### config.mk
export PLATFORM = sky130hd
export DESIGN_NAME = fir_ctrl_sequencer_flat
export DESIGN_NICKNAME = d
export VERILOG_FILES = /design/src/rtl/fir_ctrl_sequencer_if.sv /design/src/rtl/fir_ctrl_sequencer.sv /design/src/flat_wrapper.sv
export SDC_FILE = /design/constraint.sdc
export NUM_CORES = 1
export LEC_CHECK = 0
export CORE_ASPECT_RATIO = 1.25
export CORE_MARGIN = 1
export CORE_UTILIZATION = 25
export CTS_BUF_LIST = sky130_fd_sc_hd__clkbuf_4 sky130_fd_sc_hd__clkbuf_8
export DETAILED_ROUTE_END_ITERATION = 8
export GPL_TIMING_DRIVEN = 0
export SLEW_MARGIN = 10
export SYNTH_ARGS = -nofsm -noshare
export SYNTH_HDL_FRONTEND = slang
export SYNTH_SLANG_ARGS = --single-unit
### constraint.sdc
create_clock -name clk -period 3.5 [get_ports clk]
set_input_delay 0.7 -clock clk [delete_from_list [all_inputs] [get_ports clk]]
set_output_delay 0.7 -clock clk [all_outputs]
set_load 0.01 [all_outputs]
### src/rtl/fir_ctrl_sequencer_if.sv
// Purpose : bundles the shared input bus and the FIR-facing outputs of fir_ctrl_sequencer.
// Latency : none (wires only).
// Backpr. : none; the producer may drive in_valid every cycle, the sequencer drops what it cannot use.
//
// Signals:
//   in_data        shared byte bus, carries a coefficient or a sample
//   in_valid       in_data is meaningful this cycle
//   in_set_coeffs  1 = in_data is a coefficient, 0 = in_data is a sample
//   coeff_wr_*     coefficient register write port towards the FIR
//   sample_*       sample push towards the FIR
//   busy           sequencer is loading coefficients or flushing the delay line
//   load_done      one-cycle pulse when a full coefficient set has been written
//   err_short      sticky, last load was cut short
//   drop_cnt       saturating count of discarded inputs
//   state_o        current sequencer state (IDLE=0, LOAD=1, FLUSH=2, RUN=3)
//
// Modports: master = source of the input bus / sink of the outputs,
//           slave  = the sequencer itself.
interface fir_ctrl_sequencer_if #(
    parameter int NTAPS = 4,
    parameter int DW    = 8
);
    localparam int AW = $clog2(NTAPS);

    logic [DW-1:0] in_data;
    logic          in_valid;
    logic          in_set_coeffs;

    logic          coeff_wr_en;
    logic [AW-1:0] coeff_wr_addr;
    logic [DW-1:0] coeff_wr_data;
    logic          sample_valid;
    logic [DW-1:0] sample_data;
    logic          busy;
    logic          load_done;
    logic          err_short;
    logic [7:0]    drop_cnt;
    logic [1:0]    state_o;

    modport master (
        output in_data,
        output in_valid,
        output in_set_coeffs,
        input  coeff_wr_en,
        input  coeff_wr_addr,
        input  coeff_wr_data,
        input  sample_valid,
        input  sample_data,
        input  busy,
        input  load_done,
        input  err_short,
        input  drop_cnt,
        input  state_o
    );

    modport slave (
        input  in_data,
        input  in_valid,
        input  in_set_coeffs,
        output coeff_wr_en,
        output coeff_wr_addr,
        output coeff_wr_data,
        output sample_valid,
        output sample_data,
        output busy,
        output load_done,
        output err_short,
        output drop_cnt,
        output state_o
    );
endinterface

### src/rtl/fir_ctrl_sequencer.sv
// Purpose : steers the shared byte bus into FIR coefficient writes or sample pushes, zero-flushes after each load.
// Latency : 1 cycle, every output is registered.
// Backpr. : none; inputs that cannot be used (IDLE samples, anything during FLUSH) are dropped and counted.
//
// Ports:
//   clk    rising-edge clock for all logic
//   reset  synchronous, active-high; returns to IDLE with all outputs cleared
//   bus    fir_ctrl_sequencer_if.slave, see the interface for the signal list
//
// State machine:
//   IDLE  : no coefficient set yet; samples are discarded.
//   LOAD  : coefficient bytes written to addresses 0..NTAPS-1; in_valid low stalls,
//           in_set_coeffs low aborts (err_short) and still flushes.
//   FLUSH : NTAPS zero samples pushed so the delay line holds no stale data.
//   RUN   : samples forwarded to the FIR; in_set_coeffs starts a new load.
module fir_ctrl_sequencer #(
    parameter int NTAPS = 4,
    parameter int DW    = 8
) (
    input  logic                  clk,
    input  logic                  reset,
    fir_ctrl_sequencer_if.slave   bus
);

    localparam int AW = $clog2(NTAPS);
    localparam logic [AW-1:0] LAST_IDX = AW'(NTAPS - 1);

    typedef enum logic [1:0] {
        ST_IDLE  = 2'd0,
        ST_LOAD  = 2'd1,
        ST_FLUSH = 2'd2,
        ST_RUN   = 2'd3
    } state_t;

    // ------------------------------------------------------------------
    // Registered state and outputs
    // ------------------------------------------------------------------
    state_t        state_q,         state_d;
    logic [AW-1:0] idx_q,           idx_d;
    logic [AW-1:0] flush_cnt_q,     flush_cnt_d;

    logic          coeff_wr_en_q,   coeff_wr_en_d;
    logic [AW-1:0] coeff_wr_addr_q, coeff_wr_addr_d;
    logic [DW-1:0] coeff_wr_data_q, coeff_wr_data_d;
    logic          sample_valid_q,  sample_valid_d;
    logic [DW-1:0] sample_data_q,   sample_data_d;
    logic          load_done_q,     load_done_d;
    logic          err_short_q,     err_short_d;
    logic [7:0]    drop_cnt_q,      drop_cnt_d;
    logic          drop_inc;

    // ------------------------------------------------------------------
    // Next-state and next-output logic
    // ------------------------------------------------------------------
    always_comb begin
        state_d         = state_q;
        idx_d           = idx_q;
        flush_cnt_d     = flush_cnt_q;
        coeff_wr_en_d   = 1'b0;
        coeff_wr_addr_d = coeff_wr_addr_q;
        coeff_wr_data_d = coeff_wr_data_q;
        sample_valid_d  = 1'b0;
        sample_data_d   = sample_data_q;
        load_done_d     = 1'b0;
        err_short_d     = err_short_q;
        drop_inc        = 1'b0;

        unique case (state_q)
            ST_IDLE, ST_RUN: begin
                if (bus.in_set_coeffs) begin
                    // Start of a load. A byte arriving together with the mode
                    // switch is the coefficient for address 0.
                    state_d = ST_LOAD;
                    if (bus.in_valid) begin
                        coeff_wr_en_d   = 1'b1;
                        coeff_wr_addr_d = '0;
                        coeff_wr_data_d = bus.in_data;
                        idx_d           = AW'(1);
                    end else begin
                        idx_d           = '0;
                    end
                end else if (bus.in_valid) begin
                    if (state_q == ST_RUN) begin
                        sample_valid_d = 1'b1;
                        sample_data_d  = bus.in_data;
                    end else begin
                        // No coefficient set yet: the FIR must not see samples.
                        drop_inc = 1'b1;
                    end
                end
            end

            ST_LOAD: begin
                if (bus.in_set_coeffs) begin
                    // in_valid low here is a stall: idx and state are held.
                    if (bus.in_valid) begin
                        coeff_wr_en_d   = 1'b1;
                        coeff_wr_addr_d = idx_q;
                        coeff_wr_data_d = bus.in_data;
                        if (idx_q == LAST_IDX) begin
                            load_done_d = 1'b1;
                            err_short_d = 1'b0;
                            idx_d       = '0;
                            flush_cnt_d = '0;
                            state_d     = ST_FLUSH;
                        end else begin
                            idx_d = idx_q + AW'(1);
                        end
                    end
                end else begin
                    // Load cut short. Whatever was written stays in the FIR;
                    // the delay line is still flushed so RUN starts clean.
                    // A sample arriving on the abort cycle has nowhere to go.
                    err_short_d = 1'b1;
                    idx_d       = '0;
                    flush_cnt_d = '0;
                    state_d     = ST_FLUSH;
                    drop_inc    = bus.in_valid;
                end
            end

            ST_FLUSH: begin
                sample_valid_d = 1'b1;
                sample_data_d  = '0;
                // Anything presented while flushing is lost, coefficients included.
                drop_inc       = bus.in_valid;
                if (flush_cnt_q == LAST_IDX) begin
                    flush_cnt_d = '0;
                    state_d     = ST_RUN;
                end else begin
                    flush_cnt_d = flush_cnt_q + AW'(1);
                end
            end

            default: begin
                state_d = ST_IDLE;
            end
        endcase

        // Saturating drop counter, cleared only by reset.
        if (drop_inc && (drop_cnt_q != 8'hFF)) begin
            drop_cnt_d = drop_cnt_q + 8'd1;
        end else begin
            drop_cnt_d = drop_cnt_q;
        end
    end

    // ------------------------------------------------------------------
    // State register
    // ------------------------------------------------------------------
    always_ff @(posedge clk) begin
        if (reset) begin
            state_q         <= ST_IDLE;
            idx_q           <= '0;
            flush_cnt_q     <= '0;
            coeff_wr_en_q   <= 1'b0;
            coeff_wr_addr_q <= '0;
            coeff_wr_data_q <= '0;
            sample_valid_q  <= 1'b0;
            sample_data_q   <= '0;
            load_done_q     <= 1'b0;
            err_short_q     <= 1'b0;
            drop_cnt_q      <= '0;
        end else begin
            state_q         <= state_d;
            idx_q           <= idx_d;
            flush_cnt_q     <= flush_cnt_d;
            coeff_wr_en_q   <= coeff_wr_en_d;
            coeff_wr_addr_q <= coeff_wr_addr_d;
            coeff_wr_data_q <= coeff_wr_data_d;
            sample_valid_q  <= sample_valid_d;
            sample_data_q   <= sample_data_d;
            load_done_q     <= load_done_d;
            err_short_q     <= err_short_d;
            drop_cnt_q      <= drop_cnt_d;
        end
    end

    // ------------------------------------------------------------------
    // Outputs
    // ------------------------------------------------------------------
    assign bus.coeff_wr_en   = coeff_wr_en_q;
    assign bus.coeff_wr_addr = coeff_wr_addr_q;
    assign bus.coeff_wr_data = coeff_wr_data_q;
    assign bus.sample_valid  = sample_valid_q;
    assign bus.sample_data   = sample_data_q;
    assign bus.load_done     = load_done_q;
    assign bus.err_short     = err_short_q;
    assign bus.drop_cnt      = drop_cnt_q;
    assign bus.state_o       = state_q;
    assign bus.busy          = (state_q == ST_LOAD) || (state_q == ST_FLUSH);

endmodule

### src/flat_wrapper.sv
// flat-port wrapper written by rule: the top's interface ports become plain ports
module fir_ctrl_sequencer_flat 
#(
    parameter int NTAPS = 4,
    parameter int DW    = 8
)
  (clk, reset, bus_in_data, bus_in_valid, bus_in_set_coeffs, bus_coeff_wr_en, bus_coeff_wr_addr, bus_coeff_wr_data, bus_sample_valid, bus_sample_data, bus_busy, bus_load_done, bus_err_short, bus_drop_cnt, bus_state_o);
  fir_ctrl_sequencer_if #(.NTAPS(NTAPS), .DW(DW)) bus_i ();
  input  logic clk;
  input  logic reset;
  input wire logic [$bits(bus_i.in_data)-1:0] bus_in_data;
  input wire logic [$bits(bus_i.in_valid)-1:0] bus_in_valid;
  input wire logic [$bits(bus_i.in_set_coeffs)-1:0] bus_in_set_coeffs;
  output wire logic [$bits(bus_i.coeff_wr_en)-1:0] bus_coeff_wr_en;
  output wire logic [$bits(bus_i.coeff_wr_addr)-1:0] bus_coeff_wr_addr;
  output wire logic [$bits(bus_i.coeff_wr_data)-1:0] bus_coeff_wr_data;
  output wire logic [$bits(bus_i.sample_valid)-1:0] bus_sample_valid;
  output wire logic [$bits(bus_i.sample_data)-1:0] bus_sample_data;
  output wire logic [$bits(bus_i.busy)-1:0] bus_busy;
  output wire logic [$bits(bus_i.load_done)-1:0] bus_load_done;
  output wire logic [$bits(bus_i.err_short)-1:0] bus_err_short;
  output wire logic [$bits(bus_i.drop_cnt)-1:0] bus_drop_cnt;
  output wire logic [$bits(bus_i.state_o)-1:0] bus_state_o;
  assign bus_i.in_data = bus_in_data;
  assign bus_i.in_valid = bus_in_valid;
  assign bus_i.in_set_coeffs = bus_in_set_coeffs;
  assign bus_coeff_wr_en = bus_i.coeff_wr_en;
  assign bus_coeff_wr_addr = bus_i.coeff_wr_addr;
  assign bus_coeff_wr_data = bus_i.coeff_wr_data;
  assign bus_sample_valid = bus_i.sample_valid;
  assign bus_sample_data = bus_i.sample_data;
  assign bus_busy = bus_i.busy;
  assign bus_load_done = bus_i.load_done;
  assign bus_err_short = bus_i.err_short;
  assign bus_drop_cnt = bus_i.drop_cnt;
  assign bus_state_o = bus_i.state_o;
  fir_ctrl_sequencer #(.NTAPS(NTAPS), .DW(DW)) u_core (.clk(clk), .reset(reset), .bus(bus_i));
endmodule
After elaboration in Yosys (flattened, before gate mapping). Cells that the tools add are included.

Word-level logic and storage cells: 92. Register bits: 36. Bits in writable memories: 0. Memories: 0. Output and inout port bits: 33. Bits in read-only memories: 0. Input port bits: 12. Bits in latches: 0.

Multipliers: 0. Equality and inequality tests: 17. Reduce and logical (&&, ||, !) cells: 17. Multiplexer cells: 40. Shift operators: 0. Bitwise gates (word level): 4. Magnitude comparators: 0. Divide/modulo/power cells: 0. $add $sub $neg: 3.

Operators by type and width (number): $mux W2 (17); $mux W8 (3); $pmux W8 S2 (1); $mux W1 (13); $ne A2 B2 Y1 const B (6); $pmux W2 S2 (3); $reduce_and A3 Y1 (4); $add A8 B1 Y8 const B (1); $eq A2 B2 Y1 const B (4); $ne A8 B8 Y1 const B (1); $reduce_and A4 Y1 (2); $ne A2 B1 Y1 const B (3); $pmux W2 S3 (1); $reduce_bool A2 Y1 (3); $reduce_or A3 Y1 (2); $reduce_and A5 Y1 (1); $add A2 B1 Y2 const B (2); $not A1 Y1 (4); $reduce_or A4 Y1 (1); $ne A3 B2 Y1 const B (1); $ne A3 B3 Y1 const B (1); $pmux W1 S3 (1); $eq A2 B1 Y1 const B (1); $logic_not A2 Y1 (1); other kinds (4) (4).

Logic depth before layout (Yosys ltp). Gate-level depths: netlist (run 1).

Depth after elaboration: 6. Mapped depth: 8.

Least setup slack after synthesis (run 1). OpenSTA, ideal clock, no wires.

Path kind: register to register. Start: reg u_core.state_q[0], in the netlist u_core.bus.state_o[0]. End: reg u_core.drop_cnt_q[0], in the netlist u_core.bus.drop_cnt[0]. Setup slack: 1.463 ns. Library setup time: 0.121 ns. Clock period less this slack: 2.037 ns. Arrival time: 1.916 ns. Required time: 3.379 ns. Buffers on the path: 1. Stages on the path, launching flop included: 8. Path through: dfxtp_1 > inv_1 > ha_1 > buf_6 > nand2b_4 > a21o_4 > a221oi_4 > mux2_4.

Word-level cells in the longest chain between the ends: 6. Elaborated cells between the ends (all ways): 10.

RTL lines: start, declared (RTL line fir_ctrl_sequencer.sv:38) `state_t state_q, state_d;`; start signal, assigned (RTL line fir_ctrl_sequencer.sv:165) `state_q <= state_d;`; $eq A2 B2 Y1 (RTL line fir_ctrl_sequencer.sv:68, fir_ctrl_sequencer.sv:83); $mux W1 (RTL line fir_ctrl_sequencer.sv:83) `if (state_q == ST_RUN) begin`; $mux W1 (RTL line fir_ctrl_sequencer.sv:82) `end else if (bus.in_valid) begin`; $mux W1 (RTL line fir_ctrl_sequencer.sv:70) `if (bus.in_set_coeffs) begin`; $pmux W1 S3 (*) (RTL line fir_ctrl_sequencer.sv:68) `unique case (state_q)`; $logic_and A1 B1 Y1 (*) (RTL line fir_ctrl_sequencer.sv:141) `if (drop_inc && (drop_cnt_q != 8'hFF)) begin`; end signal, assigned (RTL line fir_ctrl_sequencer.sv:175) `drop_cnt_q <= drop_cnt_d;`; end, declared (RTL line fir_ctrl_sequencer.sv:49) `logic [7:0] drop_cnt_q, drop_cnt_d;`.

Mark *: on every way between the ends. The rest lies on a longest branch, timed or not. A chain may end at the register's enable or synchronous reset.

Worst setup path after layout (run 1).
Start: reg u_core.state_q[0], in the netlist u_core.bus.state_o[0]. End: out bus_busy.

Word-level cells in the longest chain between the ends: 2. Elaborated cells between the ends (all ways): 3.

RTL lines: $eq A2 B1 Y1 / $eq A2 B2 Y1 (equally long branches) (RTL line fir_ctrl_sequencer.sv:191) `assign bus.busy = (state_q == ST_LOAD) || (state_q == ST_FLUSH);`; $logic_or A1 B1 Y1 (*) (RTL line fir_ctrl_sequencer.sv:191); end, declared (RTL line flat_wrapper.sv:19) `output wire logic [$bits(bus_i.busy)-1:0] bus_busy;`.

Marks and branches as above.

==> results.yml, run 1 <==
outcome:
  status: "finished clean"
timing:
  setup_slack_ns: 0.8742
  worst_slew_pin_slew_ns: 0.6712
  slew_headroom: 0.5509
  rsz0062_at_grt: "false"
  hold_violations: 0
  setup_tns_ns: 0
  drv_slew: 0
  fmax_ghz: 0.3808
  finalCritPeriodShare: 0.7502
  fin_crit_ns: 2.626
  finClkSkew_ns: 0.007440
  setup_viol: 0
cells_and_area:
  drive_above_1_share: 0.08511
  layout.area.seq_um2: 720.7
  areaGrowthSynthToFinish_pct: 38.18
  fillers: 716
  multi_input_area_um2: 904.6
  n_antenna_cell: 0
  layout_commonest_cell: "clkdlybuf4s50_1"
  mostFrequentLayoutCells: "43 x clkdlybuf4s50_1, 36 x dfxtp_1, 28 x nor2_1"
  nNetsFinal: 253
routing:
  avgRoutedWirePerCell_um: 13.20
  via_count: 1522
  wirelength_mm: 4.251
  drtAntennaViolNets: 0
  route.detailed.vias_per_inst: 4.727
  drc: 0
  drtPass1Iterations: 4
  drt-initial-drc-count: 77
clock_tree:
  clk_latency_ns: 0.29
  cts_setup_buffers: 0
  cts_tree: "done"
  cts_buffers: 5
  clockRootBuffer: "clkbuf_8"
  cts_max_level: 2
  cts_sinks: 36
  clk_pin_slew_worst_paths_ns: 0.08
  ctsHoldBuffers: 0
  clockBufferDepth: 2
  cts_resized: 0
global_route:
  gr-total-overflow: 0
  grt_pass1_vias: 1489
  grt_pass1_wl_mm: 7.031
  grt_max_degree: 14
  track_usage: 0.1256
  antenna_found_initial: 0
power_and_ir_drop:
  power_density_mw_per_mm2: 575.1
  power.leakage_uw: 0.0009543
  ir_drop_mv: 0.3163
critical_path:
  critPathKind: "reg2out"
  start_kind: "flip-flop"
  arrival_ns: 1.93
  cp_max_fo: 10
  required_ns: 2.80
  worst_setup_path_end_kind: "primary output"
yosys:
  synth_top_area_cell: "dfxtp_1"
  async_reset_ff_frac: 0
  ys.warnings.count: 0
  synth.area.top_cells: "dfxtp_1 42%, mux2i_1 8.2%, nor2_1 6.1%"
  synthCells: 184
  ys_ff_latch: 36
  synth_cell_type_count: 42
  avgSynthCellArea_um2: 9.316
  synthesis.nets: 203
  synth_ff_type: "dfxtp_1"
  seq_area_frac_synth: 0.4204
  synth_top_area_share: 0.4204
  synth_edf_count: 0
  syn_area_mm2: 0.001714
worst_hold_path:
  min_path_type: "reg2reg"
floorplan:
  rows: 33
  dieArea_mm2: 0.007194
  die_height_um: 94.58
  start_util: 0.2595
  core_mm2: 0.006606
  fp.dieW_um: 76.06
  design.portCount: 45
placed_design:
  portBuffers: 43
  globalplace.congestion: 0.7910
  dp_hpwl_mm: 3.027
  detailedPlace.worstSlack_ns: 1.014
job:
  drv_cap: 0
-- state kept, by name, indices dropped and copies added, names as in the netlist --
name,cells
u_core.bus.drop_cnt,8
u_core.bus.sample_data,8
u_core.flush_cnt_q,2
u_core.bus.coeff_wr_data,8
u_core.bus.state_o,2
u_core.bus.load_done,1
u_core.idx_q,2
u_core.bus.err_short,1
u_core.bus.coeff_wr_addr,2
u_core.bus.sample_valid,1
u_core.bus.coeff_wr_en,1
-- metrics by stage --
step / cell area (um2) / utilization / cells / power [uW] / hold slack (ns)
5_1_grt: 2369 / 0.3585 / 322 / 1449 / 0.5205
2_1_floorplan: 1714 / - / 184 / 829.2 / 0.4496
6_report: 2369 / 0.3585 / 322 / 1362 / 0.4762
4_1_cts: 2369 / 0.3585 / 322 / 1382 / 0.4806
3_5_place_dp: 2253 / 0.3411 / 314 / 993.6 / 0.4679
3_3_place_gp: 2253 / 0.3411 / 314 / 990.4 / 0.4619
-- worst paths after layout --
path,slack (ns),depth (start not counted),from,endpoint
worst max-delay path,0.87,5,u_core.bus.state_o[0]$_SDFFE_PP0P_,bus_busy
worst min-delay path,0.48,2,u_core.flush_cnt_q[1]$_SDFFE_PP0P_,u_core.flush_cnt_q[1]$_SDFFE_PP0P_
worst max register to register,1.42,7,u_core.bus.state_o[0]$_SDFFE_PP0P_,u_core.bus.drop_cnt[0]$_SDFFE_PP0P_
worst min register to register,0.48,2,u_core.flush_cnt_q[1]$_SDFFE_PP0P_,u_core.flush_cnt_q[1]$_SDFFE_PP0P_
-- worst max-delay path: stages, from the launching register on --
cell	delay [ns]
dfxtp_1	0.42
inv_1	0.07
ha_1	0.30
buf_6	0.14
inv_1	0.14
clkdlybuf4s50_1	0.57
-- layer usage --
layer  vias to the layer above  GRT usage  wire length, um
li1                        754          -                -
met2                        47     0.2159             2087
met5                         -          0                0
met3                         4    0.03188              269
met4                         0    0.06410               64
met1                       717     0.1453             1829
-- synth_stat cells, drive strengths merged, types with 4 or more instances --
cell type	count
ha	7
nor2	28
nor2b	6
and2	4
clkbuf	6
a21oi	7
a221oi	5
dfxtp	36
a22oi	9
buf	4
inv	10
mux2i	14
nand2	11
and3	4
-- cells by family (layout without fill, tap and decap cells) --
logic type | count (synthesis) | after routing | share of synthesized area
flip-flops | 36 | 36 | 0.4204
AO/OA/AOI/OAI | 38 | 38 | 0.1869
adder cells (fa/ha/maj) | 7 | 7 | 0.05109
buffers and inverters | 20 | 71 | 0.05183
multiplexers | 16 | 16 | 0.09707
AND/OR/NAND/NOR | 67 | 67 | 0.1927
-- power by group --
part | switching, uW | total (uW) | internal, uW | leakage (uW)
clock network | 165 | 380 | 215 | 0.0000548
logic | 260 | 502 | 242 | 0.000607
registers | 34.8 | 481 | 446 | 0.000292
total | 460 | 1360 | 902 | 0.000954
-- cell type report --
cell class,instances,share of cell area
plain buffers,10,0.02166
clock buffers,5,0.02905
clock inverters,3,0.01955
inverters,10,0.01585
multi-input cells,128,0.3819
flip-flops and latches,36,0.3043
well taps,87,0.04596
repair buffers,43,0.1817
No activity file was read; power rests on OpenSTA's default activity.
==> run 2, diff against run 1 <==
- clock period: 3.5 -> 2.6 ns (I/O delays scaled with it)
==> results of run 2 <==
Same layout as run 1 (identical final DEF). Status: finished clean.
Main changes from that run: setup slack after placement 1.014 ns -> 0.2938 ns; setup slack after layout 0.8742 ns -> 0.1542 ns; register-to-register setup slack 1.42 ns -> 0.52 ns; total power 1362 uW -> 1834 uW; worst IR drop on VDD 0.3163 mV -> 0.4258 mV
==> run 3, diff against run 2 <==
- CAP_MARGIN: not set -> 20
==> results of run 3 <==
Same layout as run 1 (identical final DEF). Status: finished clean.
Main changes from that run: setup slack after placement 1.014 ns -> 0.2938 ns; setup slack after layout 0.8742 ns -> 0.1542 ns; register-to-register setup slack 1.42 ns -> 0.52 ns; total power 1362 uW -> 1834 uW; worst IR drop on VDD 0.3163 mV -> 0.4258 mV
==> patch 1 (settings of run 3) <==
Take the reset off `coeff_wr_data_q` and `sample_data_q` and load them in a clocked block of their own.
--- a/src/rtl/fir_ctrl_sequencer.sv
+++ b/src/rtl/fir_ctrl_sequencer.sv
@@ -155,9 +155,7 @@
             flush_cnt_q     <= '0;
             coeff_wr_en_q   <= 1'b0;
             coeff_wr_addr_q <= '0;
-            coeff_wr_data_q <= '0;
             sample_valid_q  <= 1'b0;
-            sample_data_q   <= '0;
             load_done_q     <= 1'b0;
             err_short_q     <= 1'b0;
             drop_cnt_q      <= '0;
@@ -167,13 +165,16 @@
             flush_cnt_q     <= flush_cnt_d;
             coeff_wr_en_q   <= coeff_wr_en_d;
             coeff_wr_addr_q <= coeff_wr_addr_d;
-            coeff_wr_data_q <= coeff_wr_data_d;
             sample_valid_q  <= sample_valid_d;
-            sample_data_q   <= sample_data_d;
             load_done_q     <= load_done_d;
             err_short_q     <= err_short_d;
             drop_cnt_q      <= drop_cnt_d;
         end
+    end
+
+    always_ff @(posedge clk) begin
+        coeff_wr_data_q <= coeff_wr_data_d;
+        sample_data_q   <= sample_data_d;
     end
 
     // ------------------------------------------------------------------
Function: changed (Yosys sat finds a counterexample within 4 cycles, from zero or initial values and one cycle with reset high).
==> patch 1 against run 3 <==
Sequential cell count unchanged; synthesized cell count decreased by 18%; synthesized area decreased by 6.5%; count of clock-buffer cells in the layout increased by 3; non-clock buffer count decreased by 3; sequential power increased by 14%; first-iteration DRC count decreased by 69%; setup slack improved by 0.046 ns; power increased by 0.76%; wire length decreased by 20%; design area decreased by 5.5%; largest cell class is now flip-flops and latches; largest power group is now sequential cells.
==> patch 1: results (changes against run 3) <==
[outcome]
outcome=finished clean  ; unchanged

[layout]
multi_input_gates=99  ; was 128
n_all_inverters=8  ; was 10
multi_input_area_um2=649  ; was 905 µm²
layout.nonclk_buf_share_pct=21.1  ; was 20.3%
seq_share_pct=39.4  ; was 30.4%
drive_gt1_share_pct=8.46  ; was 8.51%
fillers=639  ; was 716
num-nets-final=220  ; was 253

[routing]
drt-initial-drc-count=24  ; was 77
dr_total_vias=1279  ; was 1522
wire_per_inst_um=11.9  ; was 13.2 µm
wl_mm=3.39  ; was 4.25 mm
wl_met2_mm=1.70  ; was 2.09 mm
met3_length_um=195  ; was 269 µm

[synth]
synth_edf_count=16  ; was 0
synthCells=150  ; was 184
synth_common_cells=dfxtp_1, edfxtp_1, a21oi_1  ; was dfxtp_1, nor2_1, mux2i_1
synthTopCellsByArea=edfxtp_1, dfxtp_1, ha_1, a21oi_1, nor2b_1  ; was dfxtp_1, mux2i_1, nor2_1, ha_1, a22oi_1
yosysSeqAreaShare_pct=55.0  ; was 42.0%

[placed_design]
place_inst=278  ; was 314
place_congestion=0.871  ; was 0.791
dp_hpwl_mm=2.49  ; was 3.03 mm
place_ws_ns=0.209  ; was 0.294 ns

[sta]
clock_skew_ns=0.0106  ; was 0.00744 ns

[global_route]
use_met3_pct=3.55  ; was 3.19%
grt_pass1_vias=1201  ; was 1489

[worst_hold_path]
hold_path_startpoint=u_core.bus.coeff_wr_addr[1]  ; was u_core.flush_cnt_q[1]

[worst_setup_path]
max_stage_delay_ns=0.54  ; was 0.57 ns

patch 1: report_power, final:
group	leakage (nW)	switching, W	internal [W]
clock network	0.0523	0.000191	0.000237
registers	0.310	0.0000482	0.000687
logic	0.435	0.000351	0.000334
patch 1: final timing paths:
kind	cells past startpoint	slack (ns)	endpoint
hold / removal	2	0.48	u_core.bus.coeff_wr_addr[1]
hold reg to reg	2	0.48	u_core.bus.coeff_wr_addr[1]
setup / recovery	5	0.20	bus_busy
setup reg to reg	9	0.53	u_core.bus.drop_cnt[5]
patch 1: metrics by stage:
stage | area, µm² | total power (W)
after floorplan | 1600 | 0.00117
after global placement | 2140 | 0.00143
after detailed placement | 2140 | 0.00144
after CTS | 2240 | 0.00188
after global routing | 2240 | 0.00197
final | 2240 | 0.00185
patch 1: cells by family after synthesis:
logic type	share of synthesized area [%]
xor+xnor	0.547
fa+ha+maj	6.25
compound gates	13.1
buf+inv	4.53
simple gates	18.1
flops	55.0
mux	2.50
==> patch 2 (config.mk and constraints of run 3) <==
Without the edit above. `NTAPS` is set to 4 in 3 places; all go to 2.
--- a/src/rtl/fir_ctrl_sequencer_if.sv
+++ b/src/rtl/fir_ctrl_sequencer_if.sv
@@ -17,7 +17,7 @@
 // Modports: master = source of the input bus / sink of the outputs,
 //           slave  = the sequencer itself.
 interface fir_ctrl_sequencer_if #(
-    parameter int NTAPS = 4,
+    parameter int NTAPS = 2,
     parameter int DW    = 8
 );
     localparam int AW = $clog2(NTAPS);
--- a/src/rtl/fir_ctrl_sequencer.sv
+++ b/src/rtl/fir_ctrl_sequencer.sv
@@ -14,7 +14,7 @@
 //   FLUSH : NTAPS zero samples pushed so the delay line holds no stale data.
 //   RUN   : samples forwarded to the FIR; in_set_coeffs starts a new load.
 module fir_ctrl_sequencer #(
-    parameter int NTAPS = 4,
+    parameter int NTAPS = 2,
     parameter int DW    = 8
 ) (
     input  logic                  clk,
--- a/src/flat_wrapper.sv
+++ b/src/flat_wrapper.sv
@@ -1,7 +1,7 @@
 // flat-port wrapper written by rule: the top's interface ports become plain ports
 module fir_ctrl_sequencer_flat 
 #(
-    parameter int NTAPS = 4,
+    parameter int NTAPS = 2,
     parameter int DW    = 8
 )
   (clk, reset, bus_in_data, bus_in_valid, bus_in_set_coeffs, bus_coeff_wr_en, bus_coeff_wr_addr, bus_coeff_wr_data, bus_sample_valid, bus_sample_data, bus_busy, bus_load_done, bus_err_short, bus_drop_cnt, bus_state_o);
Interface: changed (resized bus_coeff_wr_addr); port bits go from 45 to 44. The function was not compared with the original's and may differ.
==> patch 2 against run 3 <==
Wire length shrank 19%; sequential cell count fell by 3; via count is 14% lower; setup slack gained 0.050 ns; power shrank 13%; core utilization rose by 0.70 points; synthesized area is 17% lower; design area shrank 15%; critical path type unchanged; critical endpoint unchanged; highest routed layer unchanged.
==> patch 2: results (changes against run 3) <==
[global_route]
grt_max_degree=11  ; was 14
grt_pass1_wl_mm=5.73  ; was 7.03 mm
antenna_found_initial=0  ; unchanged
grtUsageTotal_pct=12.2  ; was 12.6%
grt_pass1_vias=1246  ; was 1489

[worst_setup_path]
cp_slowest_cell=clkdlybuf4s50_1  ; unchanged
cp_max_fo=10  ; unchanged
max_stage_delay_ns=0.54  ; was 0.57 ns
r2r_start=u_core.bus.state_o[0]  ; unchanged
path_class=flop to primary output  ; unchanged
startpoint=u_core.bus.state_o[0]  ; unchanged
critPathTopFamily=buffers and inverters  ; unchanged
crit_arrival_ns=1.88  ; was 1.93 ns

[routing]
dr_total_vias=1303  ; was 1522
drtPass1Iterations=4  ; unchanged
drt-initial-drc-count=46  ; was 77
wl_mm=3.46  ; was 4.25 mm

[outcome]
outcome=finished clean  ; unchanged

[clock_network]
root_buffer=clkbuf_8  ; unchanged
cts_setup_buffers=0  ; unchanged
cts_inserted_buffers=5  ; unchanged
clock_latency_ns=0.29  ; about the same
clockBufferDepth=2  ; unchanged
cts_resized=0  ; unchanged
htree_levels=2  ; unchanged
clk_pin_slew_ns=0.07

[layout]
stdcell_count=281  ; was 322
antenna_cells=0  ; unchanged
drive_gt1_share_pct=9.22  ; was 8.51%
num-nets-final=233  ; was 253
fillers=575  ; was 716

[worst_hold_path]
holdCritPathClass=flop to flop  ; unchanged
hold_path_startpoint=u_core.bus.coeff_wr_data[2]  ; was u_core.flush_cnt_q[1]

[placed_design]
dp_hpwl_mm=2.53  ; was 3.03 mm
place_congestion=0.798  ; was 0.791
place_inst=273  ; was 314
port_buffers=41  ; was 43

[sta]
relSlewSlack_pct=63.2  ; was 55.1%
setup_viol=0  ; unchanged
clock_skew_ns=0.00765  ; was 0.00744 ns
slew_viol_final=0  ; unchanged

[synth]
synthTopCellsByArea=dfxtp_1, a21oi_1, nand2_1, nor2_1, ha_1  ; was dfxtp_1, mux2i_1, nor2_1, ha_1, a22oi_1
synth_flop_cell=dfxtp_1  ; unchanged
ys_types=37  ; was 42
async_flop_share_pct=0  ; unchanged
syn_nets=185  ; was 203
synthCells=168  ; was 184
synth_warnings=0  ; unchanged
yosysSeqAreaShare_pct=46.3  ; was 42.0%
synth_common_cells=dfxtp_1, nand2_1, nor2_1  ; was dfxtp_1, nor2_1, mux2i_1

[power]
leakagePower_nw=0.730  ; was 0.954 nW
peakVddDrop_uv=271  ; was 426 µV
swShare_pct=34.1  ; was 33.7%

patch 2: cell count changes after synthesis, sizes merged, moves of 3 or more:
cell | run 3 | this run
nor2 | 28 | 22
o21ai | 1 | 5
dfxtp | 36 | 33
a21oi | 7 | 19
nand2 | 11 | 23
and3 | 4 | 1
a221oi | 5 | 0
o2111ai | 3 | 0
inv | 10 | 5
mux2i | 14 | 1
and2 | 4 | 0
patch 2: final cells by class:
type | count | share of cell area, %
plain buffers | 10 | 2.81
flip-flops and latches | 33 | 33.0
clock inverters | 2 | 0.500
multi-input cells | 120 | 34.5
inverters | 5 | 0.937
clock buffers | 6 | 3.81
repair buffers | 41 | 20.5
well taps | 64 | 4.00
patch 2: path summary, 6_finish.rpt:
kind	to	slack, ns	cells after the start
worst max-delay path	bus_busy	0.20	5
worst min-delay path	u_core.bus.coeff_wr_data[2]	0.46	2
worst max register to register	u_core.bus.sample_data[6]	0.52	8
worst min register to register	u_core.bus.coeff_wr_data[2]	0.46	2
patch 2: kinds of logic (layout without fill, tap and decap cells):
kind of cell	after synthesis	in the layout	synth area share, %
buffers and inverters	15	64	5.26
AOI/OAI and AO/OA	44	44	20.1
and+or+nand+nor	69	69	22.6
DFF	33	33	46.3
adders and majority gates	5	5	4.39
xor gates and xnor gates	1	1	0.614
muxes	1	1	0.702
patch 2: routing by layer:
| metal | global-route usage [%] | wire, µm | vias up | share of wire (%) |
|---|---|---|---|---|
| met2 | 19.9 | 1630 | 25 | 47 |
| met3 | 3.72 | 137 | 4 | 4.0 |
| met4 | 5.57 | 27 | 0 | 0.78 |
| li1 | - | - | 677 | - |
| met1 | 14.7 | 1660 | 597 | 48 |
| met5 | 0 | 0 | - | 0 |
patch 2: worst reg2reg max path, stage by stage (launching register included):
cell	delay [ns]
dfxtp_1	0.43
inv_1	0.07
ha_1	0.32
buf_6	0.15
nor2b_1	0.15
and3_1	0.21
nor2_1	0.45
a22oi_1	0.13
nor2_1	0.12
patch 2: per-stage QoR:
step	util [%]	power [W]	instance area [µm²]	setup slack, ns	hold WS [ns]
after floorplan	-	0.00101	1430	0.702	0.481
after global placement	35.0	0.00121	1920	0.468	0.443
after detailed placement	35.0	0.00122	1920	0.458	0.448
after CTS	36.6	0.00161	2000	0.183	0.458
after global routing	36.6	0.00170	2000	0.101	0.473
final	36.6	0.00159	2000	0.204	0.455
patch 2: power by group through the flow:
stage	registers (W)	clock network, W	logic [W]
CTS	0.000605	0.000400	0.000603
global route	0.000612	0.000425	0.000664
floorplan	0.000627	0	0.000386
finish	0.000604	0.000388	0.000599
detailed placement	0.000617	0	0.000601
global placement	0.000616	0	0.000597
